### config.mk
export PLATFORM = sky130hd
export DESIGN_NAME = vgac_param
export DESIGN_NICKNAME = d
export VERILOG_FILES = /design/src/rtl/vgac_param.sv
export SDC_FILE = /design/constraint.sdc
export NUM_CORES = 1
export LEC_CHECK = 0
export ABC_AREA = 1
export CAP_MARGIN = 40
export CORE_MARGIN = 2
export CORE_UTILIZATION = 30
export DETAILED_ROUTE_END_ITERATION = 12
export GPL_ROUTABILITY_DRIVEN = 0
export PLACE_DENSITY_LB_ADDON = 0.15
export SETUP_SLACK_MARGIN = 0.05
export SYNTH_ARGS = -nofsm -noshare
export SYNTH_HDL_FRONTEND = slang
export SYNTH_SLANG_ARGS = --single-unit
### constraint.sdc
create_clock -name vga_clk -period 1.5 [get_ports vga_clk]
set_input_delay 0.3 -clock vga_clk [delete_from_list [all_inputs] [get_ports vga_clk]]
set_output_delay 0.3 -clock vga_clk [all_outputs]
set_load 0.01 [all_outputs]
### src/rtl/vgac_param.sv
// rtl/vgac_param.sv - parametrised VGA timing generator with latency-matched pixel output pipeline
//   vga_clk     pixel clock, all state on rising edge
//   clrn        synchronous active-low reset
//   d_in        {r,g,b} pixel data returned by the frame buffer
//   row_addr    frame-buffer read row (0 during blanking)
//   col_addr    frame-buffer read column (0 during blanking)
//   rdn         active-low read strobe, low for visible positions
//   r, g, b     registered colour outputs, zero outside the visible area
//   hs, vs      registered sync outputs aligned with r/g/b
//   de          high while r/g/b carry a visible pixel
//   frame_start one-cycle pulse with pixel (0,0) on r/g/b
module vgac_param #(
   parameter int H_ACTIVE = 640,
   parameter int H_FP     = 16,
   parameter int H_SYNC   = 96,
   parameter int H_BP     = 48,
   parameter int V_ACTIVE = 480,
   parameter int V_FP     = 10,
   parameter int V_SYNC   = 2,
   parameter int V_BP     = 33,
   parameter bit HS_POL   = 1'b0,
   parameter bit VS_POL   = 1'b0,
   parameter int COLOR_W  = 4,
   parameter int COL_W    = 10,
   parameter int ROW_W    = 9,
   parameter int RD_LAT   = 1
) (
   input  logic                   vga_clk,
   input  logic                   clrn,
   input  logic [3*COLOR_W-1:0]   d_in,
   output logic [ROW_W-1:0]       row_addr,
   output logic [COL_W-1:0]       col_addr,
   output logic                   rdn,
   output logic [COLOR_W-1:0]     r,
   output logic [COLOR_W-1:0]     g,
   output logic [COLOR_W-1:0]     b,
   output logic                   hs,
   output logic                   vs,
   output logic                   de,
   output logic                   frame_start
);

   localparam int H_TOTAL = H_ACTIVE + H_FP + H_SYNC + H_BP;
   localparam int V_TOTAL = V_ACTIVE + V_FP + V_SYNC + V_BP;
   localparam int HW      = $clog2(H_TOTAL);
   localparam int VW      = $clog2(V_TOTAL);

   localparam logic [HW-1:0] H_LAST = HW'(H_TOTAL - 1);
   localparam logic [HW-1:0] H_ACT  = HW'(H_ACTIVE);
   localparam logic [HW-1:0] H_SS   = HW'(H_ACTIVE + H_FP);
   localparam logic [HW-1:0] H_SE   = HW'(H_ACTIVE + H_FP + H_SYNC - 1);
   localparam logic [VW-1:0] V_LAST = VW'(V_TOTAL - 1);
   localparam logic [VW-1:0] V_ACT  = VW'(V_ACTIVE);
   localparam logic [VW-1:0] V_SS   = VW'(V_ACTIVE + V_FP);
   localparam logic [VW-1:0] V_SE   = VW'(V_ACTIVE + V_FP + V_SYNC - 1);

   // Per-position flags that travel down the pipeline alongside the read.
   typedef struct packed {
      logic act;
      logic hsr;
      logic vsr;
      logic org;
   } tap_t;

   logic [HW-1:0] h_cnt;
   logic [VW-1:0] v_cnt;
   logic          h_act;
   logic          v_act;
   tap_t          cur;
   tap_t          tap;

   // Reset parks the counters on the last blanking position so the first
   // released edge lands exactly on (0,0).
   always_ff @(posedge vga_clk) begin
      if (!clrn) begin
         h_cnt <= H_LAST;
         v_cnt <= V_LAST;
      end else if (h_cnt == H_LAST) begin
         h_cnt <= '0;
         v_cnt <= (v_cnt == V_LAST) ? '0 : v_cnt + 1'b1;
      end else begin
         h_cnt <= h_cnt + 1'b1;
      end
   end

   assign h_act    = (h_cnt < H_ACT);
   assign v_act    = (v_cnt < V_ACT);
   assign rdn      = ~(h_act & v_act);
   assign col_addr = h_act ? COL_W'(h_cnt) : '0;
   assign row_addr = v_act ? ROW_W'(v_cnt) : '0;

   always_comb begin
      cur     = '0;
      cur.act = h_act & v_act;
      cur.hsr = (h_cnt >= H_SS) && (h_cnt <= H_SE);
      cur.vsr = (v_cnt >= V_SS) && (v_cnt <= V_SE);
      cur.org = h_act & v_act & (h_cnt == '0) & (v_cnt == '0);
   end

   // RD_LAT delay stages bring the flags level with the returning d_in;
   // the output register below is the final stage.
   generate
      if (RD_LAT == 0) begin : g_nodly
         assign tap = cur;
      end else begin : g_dly
         tap_t dly [RD_LAT];
         always_ff @(posedge vga_clk) begin
            if (!clrn) begin
               for (int i = 0; i < RD_LAT; i++) dly[i] <= '0;
            end else begin
               dly[0] <= cur;
               for (int i = 1; i < RD_LAT; i++) dly[i] <= dly[i-1];
            end
         end
         assign tap = dly[RD_LAT-1];
      end
   endgenerate

   always_ff @(posedge vga_clk) begin
      if (!clrn) begin
         r           <= '0;
         g           <= '0;
         b           <= '0;
         de          <= 1'b0;
         frame_start <= 1'b0;
         hs          <= ~HS_POL;
         vs          <= ~VS_POL;
      end else begin
         de          <= tap.act;
         frame_start <= tap.org;
         hs          <= tap.hsr ? HS_POL : ~HS_POL;
         vs          <= tap.vsr ? VS_POL : ~VS_POL;
         if (tap.act) begin
            {r, g, b} <= d_in;
         end else begin
            r <= '0;
            g <= '0;
            b <= '0;
         end
      end
   end

endmodule

==> metrics.txt, run 1 <==
dpl cells 425; DRT iter0 DRCs 66; Mean Syn Cell Area 7.02 sq um; layout cell share with drive strength beyond 1 31.9%; failing checks negative setup slack; most common cell after layout, fill and taps aside nand2_1; H-tree levels 2; unrepaired setup endpoints after global routing yes; static leakage 0.00166 uW; Die Ht 83.8 um; clock skew 0.00749 ns; Worst Hold Class reg -> reg; Final setup viols 8; Tcrit/Tclk final 102%; initial antenna violation count 0; Crit Reg-Reg Startpoint v_cnt[8]; Yosys cell types 30; Post-synth EDFFs 0; Warnings, synthesis 0; wire length per cell 11.2 um; Worst EP arrival 1.23 ns; syn_nets 290; Startpoint Class flip-flop; TritonCTS buffer count 5; max_cap viols 0; Worst-path clk slew 0.08 ns; number of global-route vias before repair 1,726; Tot GR Track Use 14.2%; Critical Path RT 1.20 ns; min Tclk post-route 1.53 ns; Critical path origin h_cnt[8]; CORE AREA 6240 sq um; area delta synth->final 54.5%; antenna fix cells 0; commonest non-fill, non-tap cells in the layout nand2_1, nor2_1, inv_1, buf_4, dfxtp_1; pre-CTS WS -0.100 ns; dominant synthesized flop cell dfxtp_1; DIE WIDTH 83.8 um; via count 1,915; Max Slew Vio Count 0; post-DP HPWL 3640 um; vias per inst 4.37; drt drc 0; worst setup margin -0.0331 ns; Final Hold Fails 0; status finished, violations left; Async SR Flop Fraction 0%; TritonRoute pass-1 iters 4; worst skew pair latency 0.30 ns; Crit. End Element output port; Clock Tree Buf Depth 2; Antenna Violating Nets Remaining 0; # port buffers 49; Worst Hold Launch g_dly.dly[0][2]; Ports 50; synthesis-stage register bit count 40; Slew headroom 79.7%; Cell Pwr Density 1780 nW/um^2; Tightest Pin Transition 0.304 ns; root buf cell clkbuf_8; CTS Hold Bufs 0; Synth Cell Area 1910 sq um; WL final 4910 um; Overflow after GRT 0; first-pass GRT wire length 8170 um; row count 29; TritonCTS clock tree done; largest net degree at the start of global routing 14; CTS Sinks 40; Initial Util 30.6%; Layout Nets 378; Non-Filler Instances 438; f_max 652 MHz; Worst Path Class, Setup reg -> out; Worst VDD drop 0.00118 V; cell count after synthesis 272; CP max FO 6; fillers 651; DIE AREA 7020 sq um; sequential share of the synthesized area 41.9%
[area by class of cell]
cell class | count | area (sq um) | share of cell area (%)
multi-input cells | 176 | 958 | 32.5
flip-flops and latches | 40 | 812 | 27.5
repair buffers | 87 | 777 | 26.3
inverters | 50 | 194 | 6.58
well taps | 77 | 96.3 | 3.27
clock buffers | 5 | 68.8 | 2.33
clock inverters | 3 | 42.5 | 1.44
[stage by stage]
step	setup TNS [ns]	util (%)	total power, uW	instance area [sq um]	hold slack, ns
floorplan	0	-	2950	1910	0.343
global placement	-0.899	43.5	4030	2710	0.349
detailed placement	-1.32	43.5	4020	2710	0.351
CTS	-0.238	44.8	4940	2790	0.373
global route	-1.34	47.3	5640	2950	0.381
finish	-0.137	47.3	5260	2950	0.367
[report_power, final]
group | total [uW] | leakage [uW] | switching [uW] | internal (uW)
registers | 1370 | 0.000327 | 122 | 1250
logic | 2990 | 0.00128 | 1670 | 1320
clock network | 899 | 0.0000541 | 407 | 493
total | 5260 | 0.00166 | 2200 | 3060
[worst paths after layout]
check / to / slack, ns / depth (start not counted)
setup / recovery: col_addr[9] / -0.03 / 5
hold / removal: hs / 0.37 / 1
hold reg to reg: hs / 0.37 / 1
setup reg to reg: v_cnt[1] / 0.12 / 9
[sequential cells by signal, indices dropped and copies added (netlist names)]
signal,flops
r,4
de,1
b,4
h_cnt,10
g,4
v_cnt,10
vs,1
g_dly.dly,4
hs,1
frame_start,1
[layer usage]
metal	up-vias	part of all wire (%)	global-route usage, %
li1	1013	-	-
met5	-	0	0
met3	7	6.0	3.46
met4	0	1.4	3.96
met1	840	49	19.4
met2	55	43	22.4
[kinds of logic after synthesis]
group                      Yosys count  share of synthesized area (%)
AOI/OAI and AO/OA                   19                           6.03
xor gates and xnor gates             2                          0.918
adders and majority gates            4                           2.62
and+or+nand+nor                    151                           36.3
buffers and inverters               56                           12.2
DFF                                 40                           41.9
[repair_timing]
item | in CTS | in global routing
setup buffers | 2 | 3
gates resized for setup | 98 | 43
setup endpoints to repair | 24 | 45
pin swaps | 4 | 4
[critical path, stage by stage (launching register included)]
cell     delay (ns)
dfxtp_2        0.34
inv_2          0.05
a21oi_4        0.20
buf_6          0.18
nor2_1         0.04
buf_2          0.13
[synth_stat cells, types with 2 or more instances]
cell     count  area share, %
a21oi_1      5            1.3
a21oi_2      3            1.4
buf_2        2           0.52
dfxtp_1     40             42
ha_1         4            2.6
inv_1       37            7.3
inv_2       12            2.4
nand2_1     61             12
nand2_2      2           0.66
nand3_1     16            4.2
nand3_2      3            1.6
nand4_1      8            2.6
nor2_1      52             10
nor3_1       4            1.0
o21ai_0      3           0.79
o21ai_1      5            1.3
xor2_1       2           0.92
Power figures use the tool's default switching activity.
==> inputs of run 2 (changes only) <==
CORE_UTILIZATION = 48   (was 30)
==> metrics.txt, run 2 (synthesis results as in run 1) <==
row count 22 (-24%); via count 2,026 (+5.8%); area taken by multi-input logic gates 958 sq um (unchanged); first-pass GRT wire length 8340 um (+2.0%); min Tclk post-route 1.54 ns (+0.0114 ns); final core occ 78.4% (+31 points); FF+latch area 810 sq um (-0.31%); Non-Filler Instances 415 (-5.3%); Final Hold Fails 0 (unchanged); area delta synth->final 53.7%; Worst Hold Class reg -> reg; f_max 647 MHz (-0.74%); grt met2 use 41.1% (+19 points); Slew headroom 73.6% (-6.1 points); most common cell after layout, fill and taps aside nand2_1; clock group share of total power 16.3% (-0.8 points); vias per inst 4.88 (+12%); Worst-path clk slew 0.07 ns (about the same); largest net degree at the start of global routing 14 (unchanged); CTS Sinks 40 (unchanged); unrepaired setup endpoints after global routing yes; TritonRoute pass-1 iters 4 (unchanged); Regs by FF count h_cnt (10), v_cnt (10); Initial Util 51.0% (+20 points); WL final 5140 um (+4.7%); Die Ht 67.1 um (-20%); antenna fix cells 0 (unchanged); Worst EP arrival 1.24 ns (about the same); part of the power in combinational logic 57.7% (+0.8 points); Net Sw Frac 41.3% (-0.56 points); post-DP HPWL 3670 um (+0.61%); Clock Tree Buf Depth 2 (unchanged); DRT iter0 DRCs 84 (+27%); worst skew pair latency 0.29 ns (about the same); dpl cells 396 (-6.8%); Critical Path RT 1.20 ns (about the same); grt met1 use 30.5% (+11 points); number of global-route vias before repair 1,902 (+10%); # port buffers 49 (unchanged); Worst Path Class, Setup reg -> out; Tot GR Track Use 24.7% (+10 points); Antenna Violating Nets Remaining 0 (unchanged); clock skew 0.00468 ns (-0.00281 ns); Max Slew Vio Count 0 (unchanged); root buf cell clkbuf_8; Final setup viols 16 (+8); DIE AREA 4500 sq um (-36%); Top Usage Layer GRT met2; Overflow after GRT 0 (unchanged); Finished Cell Area 2940 sq um (-0.47%); layout cell share with drive strength beyond 1 33.0% (+1.1 points); Tcrit/Tclk final 103% (+0.76 points); Seq pwr share 26.1% (about the same); CORE AREA 3740 sq um (-40%); Tightest Pin Transition 0.395 ns (+0.0913 ns); Layout Nets 384 (+1.6%); CTS Hold Bufs 0 (unchanged); dpl cell area 2660 sq um (-1.8%); status finished, violations left; static leakage 0.00160 uW (-3.7%); fillers 279 (-57%); drt drc 0 (unchanged); max_cap viols 0 (unchanged); failing checks negative setup slack; Worst VDD drop 0.00131 V (+12%); Startpoint Class flip-flop; CP max FO 4 (-2); switching pwr 2160 uW (-2.1%); Cell Pwr Density 1780 nW/um^2 (-0.27%); Crit. End Element output port; Internal Power 3060 uW (+0.22%); commonest non-fill, non-tap cells in the layout nand2_1, nor2_1, inv_1, buf_4, dfxtp_1; H-tree levels 2 (unchanged); wire length per cell 12.4 um (+10%); TritonCTS clock tree done; TritonCTS buffer count 5 (unchanged); worst setup margin -0.0445 ns (-0.0114 ns); Ports 50 (unchanged); initial antenna violation count 0 (unchanged); GRT met3 Usage 6.25% (+2.8 points); DIE WIDTH 67.1 um (-20%)
[run 2: final cells by class]
cell class	count	share of cell area (%)
Inverter	50	6.52
Clock inverter	2	1.19
Tap cell	48	2.05
Timing Repair Buffer	93	27.5
Multi-Input combinational cell	176	32.7
Sequential cell	40	27.6
Clock buffer	6	2.47
[run 2: power by group through the flow]
stage / logic [uW] / registers (uW) / clock network [uW]
floorplan: 1530 / 1420 / 0
global placement: 2620 / 1370 / 0
detailed placement: 2660 / 1380 / 0
CTS: 2750 / 1360 / 863
global route: 3300 / 1380 / 913
finish: 3010 / 1360 / 849
[run 2: repair_timing]
| action | in CTS | in global routing |
|---|---|---|
| buffers inserted | 9 | 5 |
| pin swaps | 7 | 11 |
| resized for setup | 95 | 43 |
| setup endpoints to repair | 21 | 44 |
[run 2: per-stage QoR]
| step | setup slack (ns) | hold WS, ns | power (uW) | TNS (ns) |
|---|---|---|---|---|
| global route | -0.0977 | 0.393 | 5590 | -1.25 |
| finish | -0.0445 | 0.365 | 5220 | -0.468 |
| floorplan | 0.190 | 0.343 | 2950 | 0 |
| CTS | -0.0477 | 0.370 | 4970 | -0.278 |
| global placement | -0.0700 | 0.345 | 3990 | -0.904 |
| detailed placement | -0.0949 | 0.352 | 4040 | -1.30 |
[run 2: worst paths after layout]
kind	startpoint	to	slack, ns	depth (start not counted)
setup / recovery	v_cnt[8]	row_addr[4]	-0.04	5
hold / removal	g_dly.dly[0][2]	hs	0.36	1
setup reg to reg	v_cnt[0]	v_cnt[2]	0.12	7
hold reg to reg	g_dly.dly[0][2]	hs	0.36	1
[run 2: critical path, cell delays in order (launching register included)]
cell,delay (ns)
dfxtp_2,0.34
nand4_1,0.13
nand2_2,0.17
buf_6,0.15
nor2_1,0.04
buf_2,0.13
[run 2: per-layer routing]
| layer | wire length (um) | up-vias | share of wire [%] |
|---|---|---|---|
| met1 | 2250 | 919 | 44 |
| met5 | 0 | - | 0 |
| met3 | 358 | 9 | 7.0 |
| li1 | - | 1023 | - |
| met4 | 97 | 0 | 1.9 |
| met2 | 2440 | 75 | 47 |
==> inputs of run 3 (changes only) <==
CORE_UTILIZATION = 25   (was 48)
TNS_END_PERCENT = 5   (was default)
==> metrics.txt, run 3 (synthesis results as in run 1) <==
status finished, final reports clean; critical-path cell list inv_2, a21oi_4, buf_6, nor2_1, buf_2; Finished Cell Area 2920 sq um (-0.51%); # port buffers 49 (unchanged); static leakage 0.00156 uW (-2.2%); H-tree levels 2 (unchanged); unrepaired setup endpoints after global routing yes; Worst Hold Launch g_dly.dly[0][1]; DRT iter0 DRCs 54 (-36%); Net Sw Frac 41.7% (+0.33 points); part of the power in combinational logic 55.7% (-2.0 points); largest net degree at the start of global routing 15 (+1); Cell Pwr Density 1760 nW/um^2 (-1.1%); Critical path origin h_cnt[8]; Crit Reg-Reg Startpoint h_cnt[1]; most common cell after layout, fill and taps aside nand2_1; layout cell share with drive strength beyond 1 31.4% (-1.5 points); Non-Filler Instances 465 (+12%); sum of negative setup slack 0 ns (+0.468 ns); min Tclk post-route 1.50 ns (-0.0458 ns); CORE AREA 7330 sq um (+96%); initial antenna violation count 0 (unchanged); TritonRoute pass-1 iters 4 (unchanged); CP max stage delay 0.34 ns (about the same); Critical Path RT 1.20 ns (about the same); clock skew 0.00617 ns (+0.00150 ns); Regs by FF count h_cnt (10), v_cnt (10); f_max 667 MHz (+3.1%); Antenna Violating Nets Remaining 0 (unchanged); Initial Util 26.0% (-25 points); Tcrit/Tclk final 99.9% (-3.1 points); Final Hold Fails 0 (unchanged); via count 1,911 (-5.7%); CTS Sinks 40 (unchanged); number of global-route vias before repair 1,779 (-6.5%); Die Ht 91.4 um (+36%); Overflow after GRT 0 (unchanged); dpl cell area 2800 sq um (+5.1%); Clock Tree Buf Depth 2 (unchanged); switching pwr 2140 uW (-0.80%); crit path buf inv count 3 (+1); Tightest Pin Transition 0.279 ns (-0.116 ns); Slew headroom 81.3% (+7.7 points); drt drc 0 (unchanged); Crit. End Element output port; Worst-path clk slew 0.09 ns (+0.02 ns); Worst EP arrival 1.20 ns (-0.04 ns); TritonCTS clock tree done; post-DP HPWL 3920 um (+7.0%); Tot GR Track Use 12.5% (-12 points); DIE WIDTH 91.4 um (+36%); Worst Path Class, Setup reg -> out; vias per inst 4.11 (-16%); crit-path leading delay family flip-flops; root buf cell clkbuf_8; Max Slew Vio Count 0 (unchanged); Slowest cell on crit path dfxtp_2; row count 31 (+41%); WL final 5040 um (-2.0%); commonest non-fill, non-tap cells in the layout nand2_1, nor2_1, buf_4, inv_1, dfxtp_1; clock group share of total power 18.0% (+1.7 points); fillers 791 (+180%); DIE AREA 8350 sq um (+86%); Ports 50 (unchanged); dpl cells 455 (+15%); antenna fix cells 0 (unchanged); first-pass GRT wire length 8510 um (+2.1%); Startpoint Class flip-flop; Internal Power 3000 uW (-2.1%); Final setup viols 0 (-16); max_cap viols 0 (unchanged); worst skew pair latency 0.30 ns (about the same); Worst VDD drop 0.000980 V (-25%); Seq pwr share 26.3% (+0.2 points); area delta synth->final 52.9%; TritonCTS buffer count 5 (unchanged); wire length per cell 10.8 um (-13%); CP max FO 6 (+2); Layout Nets 383 (-0.26%); Worst Hold Class reg -> reg
-- run 3: cell types whose count changed in the layout (fill, tap and decap cells not counted), moves of 2 or more --
cell	previous run	this run
buf_4	36	39
clkdlybuf4s50_1	17	13
dlygate4sd2_1	1	9
buf_2	14	17
ha_1	2	4
nor2_4	7	3
nor2_1	40	44
dlymetal6s2s_1	11	7
buf_6	13	6
ha_2	2	0
-- run 3: worst paths after layout --
check	to	slack, ns	cells after the start
min reg2reg	vs	0.37	1
max	col_addr[4]	0.001	5
min	vs	0.37	1
max reg2reg	v_cnt[8]	0.08	6
-- run 3: what timing repair did --
| item | in CTS | in global routing |
|---|---|---|
| hold buffers | 0 | 0 |
| setup buffers | 1 | 1 |
| pin swaps | 5 | 5 |
| endpoints found under the setup margin | 29 | 33 |
| resized for setup | 107 | 16 |
-- run 3: area by class of cell --
cell class              count  area, sq um  share of cell area [%]
clock inverters             3         46.3                    1.59
inverters                  50          189                    6.47
repair buffers             92          762                    26.1
flip-flops and latches     40          810                    27.7
well taps                  99          124                    4.24
clock buffers               5         68.8                    2.36
multi-input cells         176          921                    31.5
-- run 3: power groups by stage --
stage          registers [uW]  clock network (uW)  logic (uW)
6_report                 1350                 927        2860
5_1_grt                  1370                1000        3160
4_1_cts                  1350                 957        2840
3_5_place_dp             1370                   0        2790
3_3_place_gp             1370                   0        2800
2_1_floorplan            1420                   0        1530
-- run 3: per-stage QoR --
| step | power [uW] | hold slack (ns) | utilization, % | setup slack, ns |
|---|---|---|---|---|
| 5_1_grt | 5530 | 0.377 | 39.8 | -0.0684 |
| 3_3_place_gp | 4170 | 0.349 | 38.2 | -0.0695 |
| 4_1_cts | 5140 | 0.369 | 39.2 | -0.0154 |
| 3_5_place_dp | 4160 | 0.347 | 38.2 | -0.112 |
| 6_report | 5140 | 0.367 | 39.8 | 0.00126 |
| 2_1_floorplan | 2950 | 0.343 | - | 0.190 |
-- run 3: metal layers --
| metal | GRT usage, % | part of all wire [%] | up-vias |
|---|---|---|---|
| met5 | 0 | 0 | - |
| met4 | 4.29 | 1.6 | 0 |
| met3 | 3.15 | 5.1 | 7 |
| met2 | 19.1 | 42 | 52 |
| met1 | 17.1 | 51 | 834 |
| li1 | - | - | 1018 |
